File: src/rtl/hazard_tracker.sv
// Load-use hazard tracker: carries EX/MEM destination records and inserts a single
// bubble when the ID instruction consumes a load result that is still in EX.
module hazard_tracker (
  input  logic        clk,
  input  logic        reset,
  input  logic        valid_ID,
  input  logic [4:0]  Rd_ID,
  input  logic        RegWrite_ID,
  input  logic        MemRead_ID,
  input  logic [4:0]  addrA,
  input  logic [4:0]  addrB,
  input  logic        usesA,
  input  logic        usesB,
  input  logic        flush,
  output logic [4:0]  Rd_EX,
  output logic [4:0]  Rd_MEM,
  output logic        RegWrite_IDEX,
  output logic        RegWrite_EXMEM,
  output logic        stall,
  output logic [15:0] stall_count
);

  localparam int DATA_W = 16;

  typedef struct packed {
    logic [4:0] rd;
    logic       reg_write;
    logic       mem_read;
  } stage_t;

  typedef enum logic {RUN, LU_STALL} state_t;

  localparam stage_t BUBBLE = '{rd: 5'd31, reg_write: 1'b0, mem_read: 1'b0};

  function automatic logic [DATA_W-1:0] sat_inc(input logic [DATA_W-1:0] v);
    return (v == {DATA_W{1'b1}}) ? v : v + 1'b1;
  endfunction

  stage_t             id_p0;
  stage_t             ex_p1;
  stage_t             mem_p2;
  state_t             state_p1;
  logic [DATA_W-1:0]  cnt_p1;
  logic               hazard;

  // ID stage: decode record and hazard detection against the EX record
  always_comb begin
    id_p0  = '{rd: Rd_ID, reg_write: RegWrite_ID, mem_read: MemRead_ID};
    hazard = valid_ID && ex_p1.mem_read && (ex_p1.rd != 5'd31) &&
             ((usesA && (addrA == ex_p1.rd)) || (usesB && (addrB == ex_p1.rd)));
    stall  = hazard && !flush;
  end

  // EX/MEM stage boundary
  always_ff @(posedge clk or negedge reset) begin
    if (!reset) begin
      ex_p1  <= BUBBLE;
      mem_p2 <= BUBBLE;
    end else begin
      mem_p2 <= ex_p1;
      ex_p1  <= (flush || stall || !valid_ID) ? BUBBLE : id_p0;
    end
  end

  always_ff @(posedge clk or negedge reset) begin
    if (!reset) begin
      state_p1 <= RUN;
      cnt_p1   <= '0;
    end else begin
      if (stall) cnt_p1 <= sat_inc(cnt_p1);
      case (state_p1)
        RUN:      if (stall) state_p1 <= LU_STALL;
        LU_STALL: state_p1 <= RUN;
        default:  state_p1 <= RUN;
      endcase
    end
  end

  assign Rd_EX          = ex_p1.rd;
  assign RegWrite_IDEX  = ex_p1.reg_write;
  assign Rd_MEM         = mem_p2.rd;
  assign RegWrite_EXMEM = mem_p2.reg_write;
  assign stall_count    = cnt_p1;

endmodule
File: config.mk
export PLATFORM = sky130hd
export DESIGN_NAME = hazard_tracker
export DESIGN_NICKNAME = d
export VERILOG_FILES = /design/src/rtl/hazard_tracker.sv
export SDC_FILE = /design/constraint.sdc
export NUM_CORES = 1
export LEC_CHECK = 0
export BUFFER_PORTS_ARGS = -buffer_cell sky130_fd_sc_hd__buf_4
export CAP_MARGIN = 30
export CORE_ASPECT_RATIO = 1.1
export CORE_UTILIZATION = 48
export DETAILED_ROUTE_END_ITERATION = 8
export PLACE_DENSITY = 0.87
export SLEW_MARGIN = 20
export SYNTH_ARGS = -nofsm -noshare
export SYNTH_HDL_FRONTEND = slang
export SYNTH_SLANG_ARGS = --single-unit
File: constraint.sdc
create_clock -name clk -period 2.8 [get_ports clk]
set_input_delay 0.56 -clock clk [delete_from_list [all_inputs] [get_ports clk]]
set_output_delay 0.56 -clock clk [all_outputs]
set_load 0.03 [all_outputs]
==> results.txt, run 1 <==
clk_lat worst skew -> 0.32 ns
worst min-delay path class -> input port to async pin
IO Pins -> 52
RSZ-0062 raised after global routing -> false
vias -> 1,158
Clock Path Buffers -> 2
P per Cell Area -> 411 mW/mm^2
# clock sinks -> 29
vias in the first global route -> 1,121
ratio of final minimum period to clock period -> 84.2%
f_max -> 424 MHz
Final Hold Vio Count -> 0
wirelength, routed -> 2960 um
commonest cells in the netlist -> xnor2_1, dfrtp_1, nand4_1, dfstp_2, nand2_1
max-slew violations -> 0
outcome -> completed
Mean Syn Cell Area -> 11.1 um^2
Post-Synthesis Cells -> 127
DRC Markers -> 0
#FFs+latches synth -> 29
max incr delay on CP -> 0.60 ns
worst reg-to-reg setup slack -> 0.56 ns
initial antenna violation count -> 0
max-capacitance violation count -> 0
setup ws final -> 0.442 ns
Critical Path AT -> 1.80 ns
GRT overflow -> 0
gr usage total -> 22.0%
DR WL/cell -> 13.9 um
startpoint types -> flop
Setup Crit Path Kind -> flop to primary output
Post-synth EDFFs -> 0
CP top delay family -> flip-flops
core area -> 0.00278 mm^2
DPL Wire Length -> 2220 um
largest net degree at the start of global routing -> 30
cts repair resizes -> 0
pre-CTS setup slack -> 0.602 ns
CP Data Required Time -> 2.24 ns
Die ar. -> 0.00316 mm^2
WP buf/inv -> 1
synthesized area -> 0.00141 mm^2
R2R depth -> 6
Worst-path clk slew -> 0.08 ns
largest area contributor in the netlist -> dfrtp_1
post-CTS setup buffer count -> 0
Synth cell types -> 30
I/O Buffers -> 51
P_leak -> 0.000844 uW
Iteration-0 DRC Markers -> 33
most frequent cell after synthesis -> xnor2_1
Post-Syn Nets -> 151
Die H -> 58.8 um
RePlAce Congestion -> 0.883
Via-to-Cell Ratio -> 5.44
CTS Buf Count -> 5
crit-path max FO -> 5
Antenna Cells -> 0
sequential share of the synthesized area -> 52.4%
crit path max-delay cell type -> dfstp_2
post-route ant nets -> 0
Post-synth ARST share -> 100%
critical register-to-register path startpoint -> stall_count[0]$_DFFE_PN0P_
Finished Core Util -> 66.3%
Synth Warn # -> 0
Final Setup Violations -> 0
minimum clock period -> 2.36 ns
setup TNS -> 0 ns
CTS H-tree lvls -> 2
Hold-fix buffers, CTS -> 0
layout cells sized above 1 -> 40.0%
Area growth syn-to-layout -> 30.5%
first-pass GRT wire length -> 4820 um
ys flop type -> dfrtp_1
Peak VDD IR -> 0.283 mV
clock skew -> 0.00345 ns
critical-path cell list -> xnor2_1 > nand4_1 > o22ai_1 > and2_1 > buf_4
row count -> 20
Root Buffer -> clkbuf_4
Slew HR -> 68.8%
Worst R2R End -> stall_count[1]$_DFFE_PN0P_
top cells by area, synth -> dfrtp_1, dfstp_2, xnor2_1
effective utilization at floorplan -> 50.8%
CTS tree -> yes
drt pass-1 iters -> 4
area share of the largest cell type after synthesis -> 33.7%
worst slew pin tran -> 0.469 ns
CP endpoint kind -> primary output
die extent in x -> 53.7 um
nets@finish -> 203
where the power goes:
group          switching [uW]  leakage, uW  total [uW]  internal, uW
Combinational            42.5     0.000448        85.3          42.8
Clock                     132    0.0000265         232          99.8
Sequential               7.49     0.000369         439           431
cells by family (layout without fill, tap and decap cells):
kind of cell	count (synthesis)	count (layout)	share of synthesized area [%]
compound gates	6	6	2.75
buf+inv	9	62	4.35
xor+xnor	22	22	13.7
simple gates	57	57	23.3
flops	29	29	52.4
fa+ha+maj	1	1	0.887
mux	3	3	2.66
layout by cell type, fill, tap and decap left out, drive strengths merged:
cell type | Yosys | routed
nand2 | 8 | 8
and4 | 1 | 1
clkbuf | 1 | 8
mux2 | 3 | 3
a21oi | 1 | 1
o21a | 1 | 1
a31oi | 1 | 1
nand4 | 15 | 15
or4 | 1 | 1
inv | 1 | 1
nor2 | 4 | 4
nand2b | 7 | 7
nand3 | 7 | 7
nor4b | 1 | 1
dfstp | 10 | 10
dfrtp | 19 | 19
and3 | 7 | 7
a41oi | 1 | 1
xnor2 | 22 | 22
o22ai | 1 | 1
and2 | 3 | 3
buf | 7 | 53
nor3 | 2 | 2
nand4b | 1 | 1
o21ai | 1 | 1
ha | 1 | 1
per-stage QoR:
step,total power [uW],instance area (um^2),instances,hold slack [ns]
2_1_floorplan,487,1410,127,0.264
3_3_place_gp,529,1790,205,0.363
3_5_place_dp,533,1790,205,0.368
4_1_cts,767,1840,213,0.144
5_1_grt,790,1840,213,0.158
6_report,756,1840,213,0.141
per-layer routing:
layer | share of wire, % | global-route usage, % | vias up
met1 | 39 | 25.5 | 570
li1 | - | - | 549
met4 | 2.4 | 12.4 | 0
met3 | 4.8 | 7.49 | 6
met2 | 54 | 34.7 | 33
met5 | 0 | 0 | -
registers in the layout (all words and copies together) (netlist names):
signal	cells
stall_count	16
Rd_EX	5
Rd_MEM	5
RegWrite_EXMEM	1
RegWrite_IDEX	1
ex_p1	1
final cells by class:
| cell class | count | area (um^2) |
|---|---|---|
| inverter | 1 | 3.75 |
| timing repair buffer | 53 | 398 |
| fill | 214 | 937 |
| multi-input combinational | 89 | 611 |
| tap | 33 | 41.3 |
| sequential | 29 | 738 |
| clock buffer | 8 | 48.8 |
worst max-delay path by stage:
stage                                           from                    endpoint  cells after the start
after floorplan           stall_count[0]$_DFFE_PN0P_  stall_count[1]$_DFFE_PN0P_                      7
after global placement    stall_count[0]$_DFFE_PN0P_  stall_count[1]$_DFFE_PN0P_                      6
after detailed placement  stall_count[0]$_DFFE_PN0P_  stall_count[1]$_DFFE_PN0P_                      6
after CTS                         Rd_EX[1]$_DFF_PN1_                       stall                      5
after global routing              Rd_EX[1]$_DFF_PN1_                       stall                      5
final                             Rd_EX[1]$_DFF_PN1_                       stall                      5
worst reg2reg max path, delay by kind of cell (launching register included):
kind	cells	cell delay, ns
simple gates	4	1.19
flops	1	0.42
mux	1	0.31
fa+ha+maj	1	0.22
Note: power is estimated with default switching activity, not from simulation.
==> run 2, diff against run 1 <==
==> constraint.sdc (replaced) <==
create_clock -name clk -period 2.28 [get_ports clk]
set_input_delay 0.456 -clock clk [delete_from_list [all_inputs] [get_ports clk]]
set_output_delay 0.456 -clock clk [all_outputs]
set_load 0.03 [all_outputs]
==> results.txt, run 2 (synthesized netlist as in run 1, its figures left out) <==
Finished Core Util -> 67.6%
nets@finish -> 204
outcome -> completed
max-capacitance violation count -> 0
GRT overflow -> 0
vias -> 1,180
Die ar. -> 0.00316 mm^2
minimum clock period -> 2.18 ns
crit-path max FO -> 5
RSZ-0062 raised after global routing -> false
commonest cells after routing, fill and taps aside -> buf_4, xnor2_1, dfrtp_1, nand4_1, dfstp_2
Iteration-0 DRC Markers -> 25
Placed Instances -> 206
PnR Total Power -> 998 uW
CP endpoint kind -> primary output
IO Pins -> 52
clk_lat worst skew -> 0.33 ns
wirelength, routed -> 3130 um
Peak VDD IR -> 0.462 mV
CP Data Required Time -> 1.82 ns
multi-input gate area in the final layout -> 619 um^2
Area growth syn-to-layout -> 33.2%
Slew HR -> 69.8%
max-slew violations -> 0
initial antenna violation count -> 0
Global Route met2 Usage -> 36.9%
worst slew pin tran -> 0.453 ns
RePlAce Congestion -> 0.860
gr usage total -> 23.5%
first-pass GRT wire length -> 5160 um
post-route ant nets -> 0
Seq. cell area -> 738 um^2
Final Setup Violations -> 0
Die H -> 58.8 um
ratio of final minimum period to clock period -> 95.7%
met3 usage -> 7.49%
effective utilization at floorplan -> 50.8%
DRC Markers -> 0
Critical Path AT -> 1.73 ns
commonest non-fill, non-tap cell in the layout -> buf_4
Clock Path Buffers -> 2
Antenna Cells -> 0
setup TNS -> 0 ns
row count -> 20
Fill cells -> 219
Worst-path clk slew -> 0.09 ns
CTS Buf Count -> 5
clock skew -> 0.00611 ns
P per Cell Area -> 531 mW/mm^2
layout cells sized above 1 -> 43.1%
# clock sinks -> 29
core area -> 0.00278 mm^2
drt pass-1 iters -> 4
Post-Layout Inst Area -> 0.00188 mm^2
CTS tree -> yes
startpoint types -> flop
largest net degree at the start of global routing -> 30
Root Buffer -> clkbuf_4
I/O Buffers -> 51
post-CTS setup buffer count -> 0
non-filler cells, final -> 214
Largest register FFs -> 16
Setup Crit Path Kind -> flop to primary output
P_leak -> 0.000865 uW
worst min-delay path class -> input port to async pin
gr busiest metal -> met2
CTS H-tree lvls -> 2
Via-to-Cell Ratio -> 5.51
placed inst area -> 0.00180 mm^2
f_max -> 458 MHz
met1 Use GR -> 26.8%
DPL Wire Length -> 2320 um
Final Hold Vio Count -> 0
die extent in x -> 53.7 um
vias in the first global route -> 1,174
DR WL/cell -> 14.6 um
==> run 2: changes by cell type in the layout (fill, tap and decap cells not counted) <==
| cell | previous run | this run |
|---|---|---|
| clkbuf_1 | 3 | 0 |
| clkbuf_8 | 0 | 2 |
| and2_1 | 3 | 2 |
| and2_4 | 0 | 1 |
| buf_4 | 53 | 54 |
| clkinv_2 | 0 | 1 |
| o21ai_0 | 1 | 0 |
| o21ai_1 | 0 | 1 |
| o22ai_1 | 1 | 0 |
| o22ai_2 | 0 | 1 |
==> run 2: path summary, 6_finish.rpt <==
path | startpoint | end | slack, ns | cells past startpoint
max | Rd_EX[1]$_DFF_PN1_ | stall | 0.1 | 5
min | reset | stall_count[2]$_DFFE_PN0P_ | 0.02 | 1
min reg2reg | RegWrite_IDEX$_DFF_PN0_ | RegWrite_EXMEM$_DFF_PN0_ | 0.39 | 0
max in group asynchronous | reset | Rd_EX[2]$_DFF_PN1_ | 1.94 | 1
max reg2reg | stall_count[0]$_DFFE_PN0P_ | stall_count[1]$_DFFE_PN0P_ | 0.26 | 6
min in group clk | Rd_ID[0] | Rd_EX[0]$_DFF_PN1_ | 0.32 | 2
==> run 2: layout make-up <==
class                           count  area share [%]
Inverter                            1           0.200
Clock inverter                      1           0.266
Clock buffer                        7            3.46
Multi-Input combinational cell     89            33.0
Timing Repair Buffer               54            21.6
Tap cell                           33            2.20
Sequential cell                    29            39.3
==> run 2: per-layer routing <==
layer	routed length (um)	vias up
met1	1160	572
met5	0	-
li1	-	552
met2	1670	44
met3	188	12
met4	99	0
==> run 2: report_power, final <==
part	switching [uW]	total [uW]	leakage, uW	internal, uW
clock	174	353	0.0000413	178
combinational	54.0	107	0.000455	53.0
sequential	8.87	538	0.000369	529
total	237	998	0.000865	761
==> run 2: repair_timing <==
item	CTS	global route
gates resized for setup	1	2
pin swaps	0	1
hold buffers	0	0
endpoints found under the setup margin	1	1
hold endpoints to repair	0	0
==> run 2: worst max-delay path, stage by stage (launching register included) <==
cell and delay (ns):
dfstp_2 0.59, xnor2_1 0.14, nand4_1 0.14, o22ai_2 0.19
and2_4 0.19, buf_4 0.15
==> run 2: through the flow <==
stage / worst slack (ns) / hold WS [ns]
floorplan: 0.0646 / 0.160
global placement: 0.355 / 0.362
detailed placement: 0.274 / 0.371
CTS: 0.0136 / 0.0250
global route: 0.000893 / 0.0351
finish: 0.0969 / 0.0246
==> run 3, diff against run 2 <==
--- a/config.mk
+++ b/config.mk
@@ -8,9 +8,10 @@
 export BUFFER_PORTS_ARGS = -buffer_cell sky130_fd_sc_hd__buf_4
 export CAP_MARGIN = 30
 export CORE_ASPECT_RATIO = 1.1
-export CORE_UTILIZATION = 48
+export CORE_MARGIN = 2
+export CORE_UTILIZATION = 30
 export DETAILED_ROUTE_END_ITERATION = 8
-export PLACE_DENSITY = 0.87
+export PLACE_DENSITY = 0.62
 export SLEW_MARGIN = 20
 export SYNTH_ARGS = -nofsm -noshare
 export SYNTH_HDL_FRONTEND = slang
==> results.txt, run 3 (synthesized netlist as in run 1, its figures left out) <==
nets@finish -> 204
crit path max-delay cell type -> dfstp_2
Hold-fix buffers, CTS -> 0
pre-CTS setup slack -> 0.237 ns
RSZ-0062 raised after global routing -> false
f_max -> 467 MHz
Clock Path Buffers -> 2
layout cells sized above 1 -> 42.5%
power share of the clock group -> 41.8%
IO Pins -> 52
largest net degree at the start of global routing -> 30
first-pass GRT wire length -> 5560 um
effective utilization at floorplan -> 30.7%
power share of the sequential group -> 48.7%
I/O Buffers -> 51
max-slew violations -> 0
Final Setup Violations -> 0
Via-to-Cell Ratio -> 4.85
setup ws final -> 0.139 ns
Slew HR -> 66.9%
Antenna Cells -> 0
P per Cell Area -> 572 mW/mm^2
CP Data Required Time -> 1.82 ns
Critical Path AT -> 1.69 ns
clk_lat worst skew -> 0.28 ns
vias in the first global route -> 1,130
Setup Crit Path Kind -> flop to primary output
Final Hold Vio Count -> 0
drt pass-1 iters -> 4
core area -> 0.00459 mm^2
crit-path max FO -> 5
DR WL/cell -> 13.6 um
Die ar. -> 0.00527 mm^2
Sw Ratio -> 22.7%
Area growth syn-to-layout -> 37.3%
DRC Markers -> 0
commonest cells after routing, fill and taps aside -> buf_4, xnor2_1, dfrtp_1, nand4_1, dfstp_2
Combinational Power Share -> 9.6%
minimum clock period -> 2.14 ns
wirelength, routed -> 3220 um
commonest non-fill, non-tap cell in the layout -> buf_4
die extent in x -> 69.4 um
Largest register FFs -> 16
clock skew -> 0.00547 ns
worst reg-to-reg setup slack -> 0.23 ns
Psw -> 252 uW
Iteration-0 DRC Markers -> 42
max-capacitance violation count -> 0
initial antenna violation count -> 0
RePlAce Congestion -> 0.734
Worst-path clk slew -> 0.06 ns
CTS tree -> yes
GRT overflow -> 0
CTS H-tree lvls -> 2
CP endpoint kind -> primary output
outcome -> completed
CTS Buf Count -> 5
# clock sinks -> 29
critical-path cell list -> nand4_1 > o21ai_0 > nor2_1 > and2_1 > buf_4
vias -> 1,149
Pint -> 855 uW
worst min-delay path class -> input port to async pin
gr usage total -> 13.2%
post-route ant nets -> 0
DPL Wire Length -> 2370 um
Root Buffer -> clkbuf_8
Die H -> 75.9 um
max incr delay on CP -> 0.59 ns
Peak VDD IR -> 0.203 mV
ratio of final minimum period to clock period -> 93.9%
setup TNS -> 0 ns
P_leak -> 0.000877 uW
worst slew pin tran -> 0.497 ns
startpoint types -> flop
row count -> 26
==> run 3: cell count changes in the layout (fill, tap and decap cells not counted) <==
cell / before / now
and2_1: 2 / 3
and2_4: 1 / 0
clkbuf_4: 5 / 0
clkbuf_8: 2 / 7
o21ai_0: 0 / 1
o21ai_1: 1 / 0
==> run 3: cell type report <==
class	instances	area, um^2
fill	464	2650
sequential	29	738
multi-input combinational	89	617
timing repair buffer	54	405
clock buffer	7	96.3
tap	56	70.1
clock inverter	1	5.00
inverter	1	3.75
==> run 3: through the flow <==
stage	cell area [um^2]	util (%)	std cells	total power, uW	hold WS [ns]
6_report	1940	42.2	237	1110	0.0914
3_5_place_dp	1830	39.9	229	654	0.363
3_3_place_gp	1830	39.9	229	652	0.359
4_1_cts	1930	42.1	237	1120	0.102
2_1_floorplan	1410	-	127	598	0.160
5_1_grt	1940	42.2	237	1150	0.117
==> run 3: power groups by stage <==
stage	clock network (uW)	registers (uW)	logic, uW
3_5_place_dp	0	547	106
2_1_floorplan	0	558	40.3
5_1_grt	493	540	115
4_1_cts	478	539	107
6_report	463	539	106
3_3_place_gp	0	547	105
==> run 3: worst max-delay path: cells and delay by family, from the launching register on <==
kind                   cells  cell delay [ns]
flip-flops                 1             0.59
AND/OR/NAND/NOR            3             0.40
AO/OA/AOI/OAI              1             0.25
buffers and inverters      1             0.17
==> run 3: path summary, 6_finish.rpt <==
check	start	end	depth (start not counted)
setup / recovery	Rd_EX[3]$_DFF_PN1_	stall	5
hold / removal	reset	RegWrite_EXMEM$_DFF_PN0_	1
setup reg to reg	stall_count[0]$_DFFE_PN0P_	stall_count[1]$_DFFE_PN0P_	6
hold reg to reg	RegWrite_IDEX$_DFF_PN0_	RegWrite_EXMEM$_DFF_PN0_	0
max in group asynchronous	reset	Rd_EX[3]$_DFF_PN1_	1
min in group clk	Rd_ID[0]	Rd_EX[0]$_DFF_PN1_	2
==> run 3: metal layers <==
| metal | GRT usage [%] | up-vias | wire length (um) |
|---|---|---|---|
| li1 | - | 551 | - |
| met1 | 16.7 | 549 | 1360 |
| met2 | 21.0 | 45 | 1580 |
| met3 | 3.99 | 4 | 241 |
| met4 | 5.29 | 0 | 42 |
| met5 | 0 | - | 0 |
==> run 3: timing repair <==
item	in CTS	in global routing
setup buffers	0	0
gates resized for setup	0	1
setup endpoints to repair	0	1
